`src/rtl/mem_arbiter_pkg.sv`:
```
// Shared types and constants for the byte-wide RAM port arbiter.
package mem_arbiter_pkg;

    typedef enum logic [1:0] {
        MA_IDLE,
        MA_READ,
        MA_WRITE
    } ma_state_e;

    typedef enum logic {
        OWN_FETCH,
        OWN_LSB
    } ma_owner_e;

    // lsb_len encoding: number of bytes is 1 << code, code 3 behaves as 4 bytes
    localparam logic [1:0] LEN_1B = 2'd0;
    localparam logic [1:0] LEN_2B = 2'd1;
    localparam logic [1:0] LEN_4B = 2'd2;

    localparam logic [1:0] IO_ADDR_HI_DEFAULT = 2'b11;

    function automatic logic [2:0] len_bytes(input logic [1:0] code);
        case (code)
            LEN_1B:  len_bytes = 3'd1;
            LEN_2B:  len_bytes = 3'd2;
            default: len_bytes = 3'd4;
        endcase
    endfunction

endpackage

```
`src/rtl/mem_arbiter_if.sv`:
```
// Request/response and RAM-side signals of the memory arbiter.
interface mem_arbiter_if;

    logic        flush;
    logic        if_en;
    logic [31:0] if_addr;
    logic        if_rdy;
    logic [31:0] if_data;
    logic        if_is_compressed;
    logic        lsb_en;
    logic        lsb_wr;
    logic [1:0]  lsb_len;
    logic [31:0] lsb_addr;
    logic [31:0] lsb_wdata;
    logic        lsb_rdy;
    logic [31:0] lsb_rdata;
    logic [7:0]  mem_din;
    logic [7:0]  mem_dout;
    logic [31:0] mem_a;
    logic        mem_wr;
    logic        io_buffer_full;

    modport slave (
        input  flush, if_en, if_addr, lsb_en, lsb_wr, lsb_len, lsb_addr, lsb_wdata,
               mem_din, io_buffer_full,
        output if_rdy, if_data, if_is_compressed, lsb_rdy, lsb_rdata,
               mem_dout, mem_a, mem_wr
    );

    modport master (
        output flush, if_en, if_addr, lsb_en, lsb_wr, lsb_len, lsb_addr, lsb_wdata,
               mem_din, io_buffer_full,
        input  if_rdy, if_data, if_is_compressed, lsb_rdy, lsb_rdata,
               mem_dout, mem_a, mem_wr
    );

endinterface

```
`src/rtl/mem_arbiter.sv`:
```
// Arbitrates the single byte-wide RAM port between instruction fetch and the
// load/store buffer, streaming each access byte by byte.
module mem_arbiter
    import mem_arbiter_pkg::*;
#(
    parameter logic [1:0] IO_ADDR_HI = IO_ADDR_HI_DEFAULT
) (
    input  logic          clk_in,
    input  logic          rst_in,
    input  logic          rdy_in,
    mem_arbiter_if.slave  bus
);

    ma_state_e   state;
    ma_owner_e   owner;
    logic [2:0]  cnt;
    logic [2:0]  recv;
    logic [2:0]  len;
    logic        prio_lsb;
    logic [31:0] rd_buf;
    logic [31:0] base;
    logic [31:0] wdata;
    logic        rd_issue;
    logic        rd_pend;

    logic        if_rdy_q;
    logic [31:0] if_data_q;
    logic        if_cmp_q;
    logic        lsb_rdy_q;
    logic [31:0] lsb_rdata_q;
    logic [31:0] mem_a_q;
    logic [7:0]  mem_dout_q;
    logic        mem_wr_q;

    logic        capture;
    logic [31:0] assembled;
    logic        early;
    logic [2:0]  len_eff;
    logic        last_rd;
    logic [2:0]  wr_idx;
    logic        wr_last;
    logic [31:0] wr_addr;
    logic        io_stall;
    logic        grant_io_stall;
    logic        can_grant;
    logic        pick_lsb;

    // rd_issue: mem_a holds a read address this cycle; rd_pend: mem_din carries its byte
    always_comb begin
        capture   = (state == MA_READ) && rd_pend;
        assembled = rd_buf;
        assembled[8*recv[1:0] +: 8] = bus.mem_din;
        early     = capture && (owner == OWN_FETCH) && (recv == '0)
                    && (bus.mem_din[1:0] != 2'b11);
        len_eff   = early ? 3'd2 : len;
        last_rd   = capture && ((recv + 3'd1) == len_eff);
        wr_idx    = cnt + {2'b00, mem_wr_q};
        wr_last   = mem_wr_q && ((cnt + 3'd1) == len);
        wr_addr   = base + {29'd0, wr_idx};
        io_stall  = (wr_addr[17:16] == IO_ADDR_HI) && bus.io_buffer_full;
        grant_io_stall = (bus.lsb_addr[17:16] == IO_ADDR_HI) && bus.io_buffer_full;
        can_grant = !if_rdy_q && !lsb_rdy_q && !bus.flush;
        pick_lsb  = bus.lsb_en && (!bus.if_en || prio_lsb);
    end

    always_ff @(posedge clk_in or posedge rst_in) begin
        if (rst_in) begin
            state       <= MA_IDLE;
            owner       <= OWN_FETCH;
            cnt         <= '0;
            recv        <= '0;
            len         <= '0;
            prio_lsb    <= 1'b1;
            rd_buf      <= '0;
            base        <= '0;
            wdata       <= '0;
            rd_issue    <= 1'b0;
            rd_pend     <= 1'b0;
            if_rdy_q    <= 1'b0;
            if_data_q   <= '0;
            if_cmp_q    <= 1'b0;
            lsb_rdy_q   <= 1'b0;
            lsb_rdata_q <= '0;
            mem_a_q     <= '0;
            mem_dout_q  <= '0;
            mem_wr_q    <= 1'b0;
        end else if (rdy_in) begin
            if_rdy_q  <= 1'b0;
            lsb_rdy_q <= 1'b0;
            case (state)
                MA_IDLE: begin
                    mem_a_q    <= '0;
                    mem_dout_q <= '0;
                    mem_wr_q   <= 1'b0;
                    rd_issue   <= 1'b0;
                    rd_pend    <= 1'b0;
                    if (can_grant && (bus.if_en || bus.lsb_en)) begin
                        if (bus.if_en && bus.lsb_en) prio_lsb <= !pick_lsb;
                        rd_buf <= '0;
                        recv   <= '0;
                        if (pick_lsb) begin
                            owner   <= OWN_LSB;
                            base    <= bus.lsb_addr;
                            wdata   <= bus.lsb_wdata;
                            len     <= len_bytes(bus.lsb_len);
                            mem_a_q <= bus.lsb_addr;
                            if (bus.lsb_wr) begin
                                state      <= MA_WRITE;
                                cnt        <= '0;
                                mem_dout_q <= bus.lsb_wdata[7:0];
                                mem_wr_q   <= !grant_io_stall;
                            end else begin
                                state    <= MA_READ;
                                cnt      <= 3'd1;
                                rd_issue <= 1'b1;
                            end
                        end else begin
                            owner    <= OWN_FETCH;
                            base     <= bus.if_addr;
                            len      <= 3'd4;
                            state    <= MA_READ;
                            cnt      <= 3'd1;
                            mem_a_q  <= bus.if_addr;
                            rd_issue <= 1'b1;
                        end
                    end
                end
                MA_READ: begin
                    if (bus.flush) begin
                        state    <= MA_IDLE;
                        mem_a_q  <= '0;
                        rd_issue <= 1'b0;
                        rd_pend  <= 1'b0;
                    end else begin
                        rd_pend <= rd_issue;
                        if (early) len <= 3'd2;
                        if (capture) begin
                            rd_buf <= assembled;
                            recv   <= recv + 3'd1;
                        end
                        if (last_rd) begin
                            state    <= MA_IDLE;
                            mem_a_q  <= '0;
                            rd_issue <= 1'b0;
                            rd_pend  <= 1'b0;
                            if (owner == OWN_FETCH) begin
                                if_rdy_q  <= 1'b1;
                                if_data_q <= assembled;
                                if_cmp_q  <= (assembled[1:0] != 2'b11);
                            end else begin
                                lsb_rdy_q   <= 1'b1;
                                lsb_rdata_q <= assembled;
                            end
                        end else if (cnt < len_eff) begin
                            mem_a_q  <= base + {29'd0, cnt};
                            cnt      <= cnt + 3'd1;
                            rd_issue <= 1'b1;
                        end else begin
                            mem_a_q  <= '0;
                            rd_issue <= 1'b0;
                        end
                    end
                end
                MA_WRITE: begin
                    // stores ignore flush: once granted they always commit
                    if (wr_last) begin
                        state      <= MA_IDLE;
                        lsb_rdy_q  <= 1'b1;
                        mem_a_q    <= '0;
                        mem_dout_q <= '0;
                        mem_wr_q   <= 1'b0;
                    end else begin
                        cnt        <= wr_idx;
                        mem_a_q    <= wr_addr;
                        mem_dout_q <= wdata[8*wr_idx[1:0] +: 8];
                        mem_wr_q   <= !io_stall;
                    end
                end
                default: state <= MA_IDLE;
            endcase
        end
    end

    assign bus.if_rdy           = if_rdy_q;
    assign bus.if_data          = if_data_q;
    assign bus.if_is_compressed = if_cmp_q;
    assign bus.lsb_rdy          = lsb_rdy_q;
    assign bus.lsb_rdata        = lsb_rdata_q;
    assign bus.mem_a            = mem_a_q;
    assign bus.mem_dout         = mem_dout_q;
    assign bus.mem_wr           = mem_wr_q && rdy_in;

endmodule

```
`src/flat_wrapper.sv`:
```
// flat-port wrapper written by rule: the top's interface ports become plain ports
module mem_arbiter_flat import mem_arbiter_pkg::*;
#(
    parameter logic [1:0] IO_ADDR_HI = IO_ADDR_HI_DEFAULT
)
  (clk_in, rst_in, rdy_in, bus_flush, bus_if_en, bus_if_addr, bus_lsb_en, bus_lsb_wr, bus_lsb_len, bus_lsb_addr, bus_lsb_wdata, bus_mem_din, bus_io_buffer_full, bus_if_rdy, bus_if_data, bus_if_is_compressed, bus_lsb_rdy, bus_lsb_rdata, bus_mem_dout, bus_mem_a, bus_mem_wr);
  mem_arbiter_if bus_i ();
  input  logic clk_in;
  input  logic rst_in;
  input  logic rdy_in;
  input wire logic [$bits(bus_i.flush)-1:0] bus_flush;
  input wire logic [$bits(bus_i.if_en)-1:0] bus_if_en;
  input wire logic [$bits(bus_i.if_addr)-1:0] bus_if_addr;
  input wire logic [$bits(bus_i.lsb_en)-1:0] bus_lsb_en;
  input wire logic [$bits(bus_i.lsb_wr)-1:0] bus_lsb_wr;
  input wire logic [$bits(bus_i.lsb_len)-1:0] bus_lsb_len;
  input wire logic [$bits(bus_i.lsb_addr)-1:0] bus_lsb_addr;
  input wire logic [$bits(bus_i.lsb_wdata)-1:0] bus_lsb_wdata;
  input wire logic [$bits(bus_i.mem_din)-1:0] bus_mem_din;
  input wire logic [$bits(bus_i.io_buffer_full)-1:0] bus_io_buffer_full;
  output wire logic [$bits(bus_i.if_rdy)-1:0] bus_if_rdy;
  output wire logic [$bits(bus_i.if_data)-1:0] bus_if_data;
  output wire logic [$bits(bus_i.if_is_compressed)-1:0] bus_if_is_compressed;
  output wire logic [$bits(bus_i.lsb_rdy)-1:0] bus_lsb_rdy;
  output wire logic [$bits(bus_i.lsb_rdata)-1:0] bus_lsb_rdata;
  output wire logic [$bits(bus_i.mem_dout)-1:0] bus_mem_dout;
  output wire logic [$bits(bus_i.mem_a)-1:0] bus_mem_a;
  output wire logic [$bits(bus_i.mem_wr)-1:0] bus_mem_wr;
  assign bus_i.flush = bus_flush;
  assign bus_i.if_en = bus_if_en;
  assign bus_i.if_addr = bus_if_addr;
  assign bus_i.lsb_en = bus_lsb_en;
  assign bus_i.lsb_wr = bus_lsb_wr;
  assign bus_i.lsb_len = bus_lsb_len;
  assign bus_i.lsb_addr = bus_lsb_addr;
  assign bus_i.lsb_wdata = bus_lsb_wdata;
  assign bus_i.mem_din = bus_mem_din;
  assign bus_i.io_buffer_full = bus_io_buffer_full;
  assign bus_if_rdy = bus_i.if_rdy;
  assign bus_if_data = bus_i.if_data;
  assign bus_if_is_compressed = bus_i.if_is_compressed;
  assign bus_lsb_rdy = bus_i.lsb_rdy;
  assign bus_lsb_rdata = bus_i.lsb_rdata;
  assign bus_mem_dout = bus_i.mem_dout;
  assign bus_mem_a = bus_i.mem_a;
  assign bus_mem_wr = bus_i.mem_wr;
  mem_arbiter #(.IO_ADDR_HI(IO_ADDR_HI)) u_core (.clk_in(clk_in), .rst_in(rst_in), .rdy_in(rdy_in), .bus(bus_i));
endmodule
```
`config.mk`:
```
export PLATFORM = sky130hd
export DESIGN_NAME = mem_arbiter_flat
export DESIGN_NICKNAME = d
export VERILOG_FILES = /design/src/rtl/mem_arbiter_pkg.sv /design/src/rtl/mem_arbiter_if.sv /design/src/rtl/mem_arbiter.sv /design/src/flat_wrapper.sv
export SDC_FILE = /design/constraint.sdc
export NUM_CORES = 1
export LEC_CHECK = 0
export ABC_CLOCK_PERIOD_IN_PS = 9820
export CAP_MARGIN = 30
export CORE_UTILIZATION = 40
export CTS_CLUSTER_SIZE = 16
export DETAILED_ROUTE_END_ITERATION = 8
export SYNTH_ARGS = -nofsm -noshare
export SYNTH_HDL_FRONTEND = slang
export SYNTH_SLANG_ARGS = --single-unit
```
`constraint.sdc`:
```
create_clock -name clk_in -period 9.82 [get_ports clk_in]
set_clock_uncertainty 0.1 [all_clocks]
set_input_delay 0.982 -clock clk_in [delete_from_list [all_inputs] [get_ports clk_in]]
set_output_delay 0.982 -clock clk_in [all_outputs]
set_load 0.01 [all_outputs]
```
==> results.txt <==
- The run finished with clean final reports.
- Setup total negative slack on the finished layout was measured at 0 ps.
- Core outline area: between 20000 and 30000 um^2
- Number of port buffers: 221
* Post-Route WL: 32700 um
* CTS H-tree lvls: 1
* Switching power share of the total: about 38%
- Overflow left after global routing: 0
- Fraction of the yosys area taken by sequential cells: about half
* Most area-hungry cell type in the Yosys netlist: sky130_fd_sc_hd__dfrtp_1
- Clock network power share: between 20% and 30%
- Worst hold slack: approximately 380 ps
- Ordered list of cells on the worst path: inv_1, ha_1, a21bo_2, or2_1, nand2_1, ha_1, and2_1, or3b_2, o211ai_1, a21o_1, buf_4, o22ai_1, nor4b_1, o32a_1
- The worst setup path is captured at a flop.
- Setup violations remaining at the end of the flow were counted as 0.
* Worst Max-Slew Pin Slew: approximately 1000 ps
- Die outline width: between 150 and 200 um
* Vias per std cell: between 5 and 6
- The final count of hold timing violations is 0.
* Remaining design rule violation count: 0
- Largest net degree at the start of global routing: 95
- The Yosys step of the flow raised 0 warnings.
- Largest stage delay, worst path: a little under 500 ps
- The number of global-route vias before repair came to about 9400.
- 222 I/O pins were placed.
* Number of synthesized register bits: between 200 and 250
- Top cells by area, synth: sky130_fd_sc_hd__dfrtp_1 (48%), sky130_fd_sc_hd__o21ai_0 (5.8%), sky130_fd_sc_hd__a21oi_1 (4.5%), sky130_fd_sc_hd__mux2_2 (4.3%), sky130_fd_sc_hd__nand2_1 (3.8%)
* Setup fix buffers added after clock tree synthesis: 0
- Routed wire length per instance: ~19 um
- Most used flip-flop cell after synthesis: sky130_fd_sc_hd__dfrtp_1
- Number of clock sinks seen by CTS: between 200 and 250
- Count of instances resized after the clock tree is built: 0
- Average cell area after synthesis: approximately 9.6 um^2
- In this run, the number of DRC markers left after iteration 0 of detailed routing was roughly 750.
* Hold Buf Count CTS: 0
* Height of the die: roughly 170 um
* Maximum fanout along the worst path: 26
* Clock-pin slew reported for the worst setup and hold paths after clock tree synthesis: about 60 ps
- Power share of the combinational group: roughly two fifths
* Number of slew-limit violations in the final report: 0
* RSZ-0062 raised after global routing: false
* Async S/R FF share, synth: 100%
* Synthesized cell area: between 10000 and 15000 um^2
- The first global-routing pass estimated 52600 um of wire.
- Ratio of cells with drive above 1 in the final layout: under 10%
* Worst vdd rail ir drop: 0.138 mV
- Among all stages on the critical path, the largest delay is contributed by sky130_fd_sc_hd__dfrtp_1.
- Number of synthesized flops with an enable pin: 0
- Fraction of the cycle the final worst path needs: 42.9%
- The worst hold path belongs to the class reg2reg.
- The floorplan has roughly 60 rows.
- TritonCTS built the clock tree.
* Master cell of the clock root buffer: sky130_fd_sc_hd__clkbuf_16
- Gate count after technology mapping: ~1200
- The share of total power dissipated in sequential elements is 35.5%.
- Once the floorplan was initialized, standard cells occupied 40.7% of the core.
* Total half-perimeter wirelength after legalization and detailed placement: around 23000 um
- Yosys cell types: 72
* Total GRT Usage: between 20% and 30%
- The area growth from synthesis to layout is 30.1%.
- Worst endpoint data arrival time: 4520 ps
* Cell internal pwr: 2.45 mW
- Gp weighted congestion: about 0.9
* Leakage power: 6.08 nW
- Post-synthesis net count: around 1300
- The critical path in this run is classified as reg2reg.
- CTS buffer count: 25
- First-pass iteration count of the detailed router: 5
- Number of antenna-violating nets in the routed design: 0
* Max Freq: approximately 240 MHz
- Skew-Pair Late Insertion Delay: 520 ps
- The initial antenna violation count is 0.
- Summing over every cut layer, the via total after detailed routing is ~10000.
- Number of maximum-capacitance constraint violations: 0
- Most Frequent Cell on Critical Path: sky130_fd_sc_hd__ha_1
- 0 antenna diodes ended up in the layout.
- After synthesis, the largest area contributor takes up about half of total cell area.
- Total Nets Final: between 1000 and 1500
- Counting I/O delays and the setup requirement, the final critical path takes around 4200 ps.
* Area enclosed by the die boundary: between 20000 and 30000 um^2
- The worst pin sits at a relative slew slack of between 30% and 40%.
- The clock passes through at most 3 buffers.
- For this design the total switching power over the nets is around 1.5 mW.
- Element type at the critical path start: flop
- Data on the critical path is required at its endpoint by between 10000 and 15000 ps.
- Power per Cell Area: approximately 270 nW/um^2
==> per-layer routing <==
layer | global-route usage, % | vias to the layer above | wire [um] | share of wire, %
li1 | - | 4604 | - | -
met1 | 32.8 | 4768 | 15100 | 46
met2 | 36.3 | 332 | 14800 | 45
met3 | 3.88 | 39 | 2280 | 7.0
met4 | 5.01 | 0 | 516 | 1.6
met5 | 0 | - | 0 | 0
==> state kept, by name (all words and copies together), names as in the netlist <==
name                         count
u_core.bus.if_rdy                1
u_core.bus.mem_a                32
u_core.prio_lsb                  1
u_core.rd_buf                   32
u_core.owner                     1
u_core.mem_wr_q                  1
u_core.bus.if_is_compressed      1
u_core.cnt                       3
u_core.rd_pend                   1
u_core.bus.lsb_rdata            32
u_core.bus.if_data              32
u_core.bus.lsb_rdy               1
u_core.rd_issue                  1
u_core.bus.mem_dout              8
u_core.recv                      3
u_core.state                     2
u_core.len                       3
u_core.wdata                    32
u_core.base                     32
==> layout by cell type (no fill, tap or decap), drive strengths merged, types with 4 or more instances in the layout <==
cell / netlist / layout
nor3b: 4 / 4
mux2: 43 / 43
nor3: 22 / 22
dfrtp: 218 / 218
a211oi: 4 / 4
xor2: 8 / 8
nand4: 17 / 17
buf: 22 / 15
o22ai: 11 / 11
nand2b: 5 / 5
a221o: 7 / 7
and2: 9 / 9
clkdlybuf4s50: 0 / 221
a21o: 6 / 6
nand3b: 4 / 4
a31oi: 12 / 12
a22o: 36 / 36
nor2: 89 / 89
nor4b: 5 / 5
a221oi: 4 / 4
ha: 18 / 18
nor2b: 34 / 34
clkbuf: 63 / 34
o21ai: 139 / 139
mux4: 8 / 8
or2: 5 / 5
xnor2: 8 / 8
inv: 24 / 24
nor4: 4 / 4
and3: 12 / 12
a21oi: 102 / 102
a22oi: 11 / 11
bufinv: 0 / 4
mux2i: 32 / 32
o211ai: 10 / 10
nand3: 14 / 14
o32a: 5 / 5
nand2: 116 / 116
clkinv: 0 / 6
==> logic make-up (layout without fill, tap and decap cells) <==
| kind of cell | Yosys count | count (layout) | share of synthesized area, % |
|---|---|---|---|
| multiplexers | 83 | 83 | 8.69 |
| AO/OA/AOI/OAI | 374 | 374 | 20.4 |
| buffers and inverters | 109 | 305 | 3.76 |
| XOR/XNOR | 17 | 17 | 1.44 |
| AND/OR/NAND/NOR | 352 | 352 | 15.0 |
| adder cells (fa/ha/maj) | 20 | 20 | 2.34 |
| flip-flops | 219 | 219 | 48.4 |
==> synthesized netlist by cell type (7+ instances only) <==
| cell type | n |
|---|---|
| sky130_fd_sc_hd__a21oi_1 | 101 |
| sky130_fd_sc_hd__a221o_1 | 7 |
| sky130_fd_sc_hd__a22o_1 | 36 |
| sky130_fd_sc_hd__a22oi_1 | 11 |
| sky130_fd_sc_hd__a31oi_1 | 12 |
| sky130_fd_sc_hd__and2_1 | 9 |
| sky130_fd_sc_hd__and3_1 | 12 |
| sky130_fd_sc_hd__buf_1 | 14 |
| sky130_fd_sc_hd__buf_2 | 7 |
| sky130_fd_sc_hd__clkbuf_1 | 63 |
| sky130_fd_sc_hd__dfrtp_1 | 218 |
| sky130_fd_sc_hd__ha_1 | 18 |
| sky130_fd_sc_hd__inv_1 | 24 |
| sky130_fd_sc_hd__mux2_2 | 43 |
| sky130_fd_sc_hd__mux2i_1 | 32 |
| sky130_fd_sc_hd__mux4_2 | 8 |
| sky130_fd_sc_hd__nand2_1 | 116 |
| sky130_fd_sc_hd__nand3_1 | 14 |
| sky130_fd_sc_hd__nand4_1 | 17 |
| sky130_fd_sc_hd__nor2_1 | 89 |
| sky130_fd_sc_hd__nor2b_1 | 34 |
| sky130_fd_sc_hd__nor3_1 | 22 |
| sky130_fd_sc_hd__o211ai_1 | 10 |
| sky130_fd_sc_hd__o21ai_0 | 132 |
| sky130_fd_sc_hd__o21ai_1 | 7 |
| sky130_fd_sc_hd__o22ai_1 | 10 |
| sky130_fd_sc_hd__xnor2_1 | 8 |
| sky130_fd_sc_hd__xor2_1 | 8 |
==> worst max-delay path: cells and delay by family, from the launching register on <==
family / cells / cell delay [ps]
DFF: 1 / 490
adders and majority gates: 2 / 610
buffers and inverters: 2 / 500
AOI/OAI and AO/OA: 5 / 1210
and+or+nand+nor: 5 / 1190
==> power groups by stage <==
stage | combinational (mW) | sequential (mW) | clock, mW
floorplan | 1.04 | 1.32 | 0
global placement | 1.50 | 1.40 | 0
detailed placement | 1.53 | 1.40 | 0
CTS | 1.54 | 1.39 | 1.03
global route | 1.69 | 1.43 | 1.06
finish | 1.53 | 1.40 | 1.01
==> path summary, 6_finish.rpt <==
path                       cells past startpoint  slack (ps)                  start               endpoint
max                                           14        5610         u_core.recv[0]   u_core.bus.mem_a[23]
min                                            2         380  u_core.bus.if_data[4]  u_core.bus.if_data[4]
max reg2reg                                   14        5610         u_core.recv[0]   u_core.bus.mem_a[23]
min reg2reg                                    2         380  u_core.bus.if_data[4]  u_core.bus.if_data[4]
max in group asynchronous                      3        7400                 rst_in    u_core.bus.mem_a[1]
min in group asynchronous                      2         890                 rst_in  u_core.bus.if_data[8]
==> final cells by class <==
type                       instances  area (um^2)
clock buffer                      34          739
clock inverter                    11          158
fill                            2579        13100
inverter                          24         97.6
multi-input combinational        846         5450
sequential                       219         5480
tap                              378          473
timing repair buffer             236         2330
==> stage by stage <==
stage | std cells | worst slack (ps) | area [um^2] | util (%) | power, mW
2_1_floorplan | 1174 | 2750 | 11300 | - | 2.36
3_3_place_gp | 1702 | 5240 | 13800 | 49.6 | 2.91
3_5_place_dp | 1703 | 5170 | 13800 | 49.7 | 2.93
4_1_cts | 1748 | 5670 | 14700 | 52.9 | 3.95
5_1_grt | 1748 | 5400 | 14700 | 52.9 | 4.17
6_report | 1748 | 5610 | 14700 | 52.9 | 3.94
(Power assumes the default switching activity.)
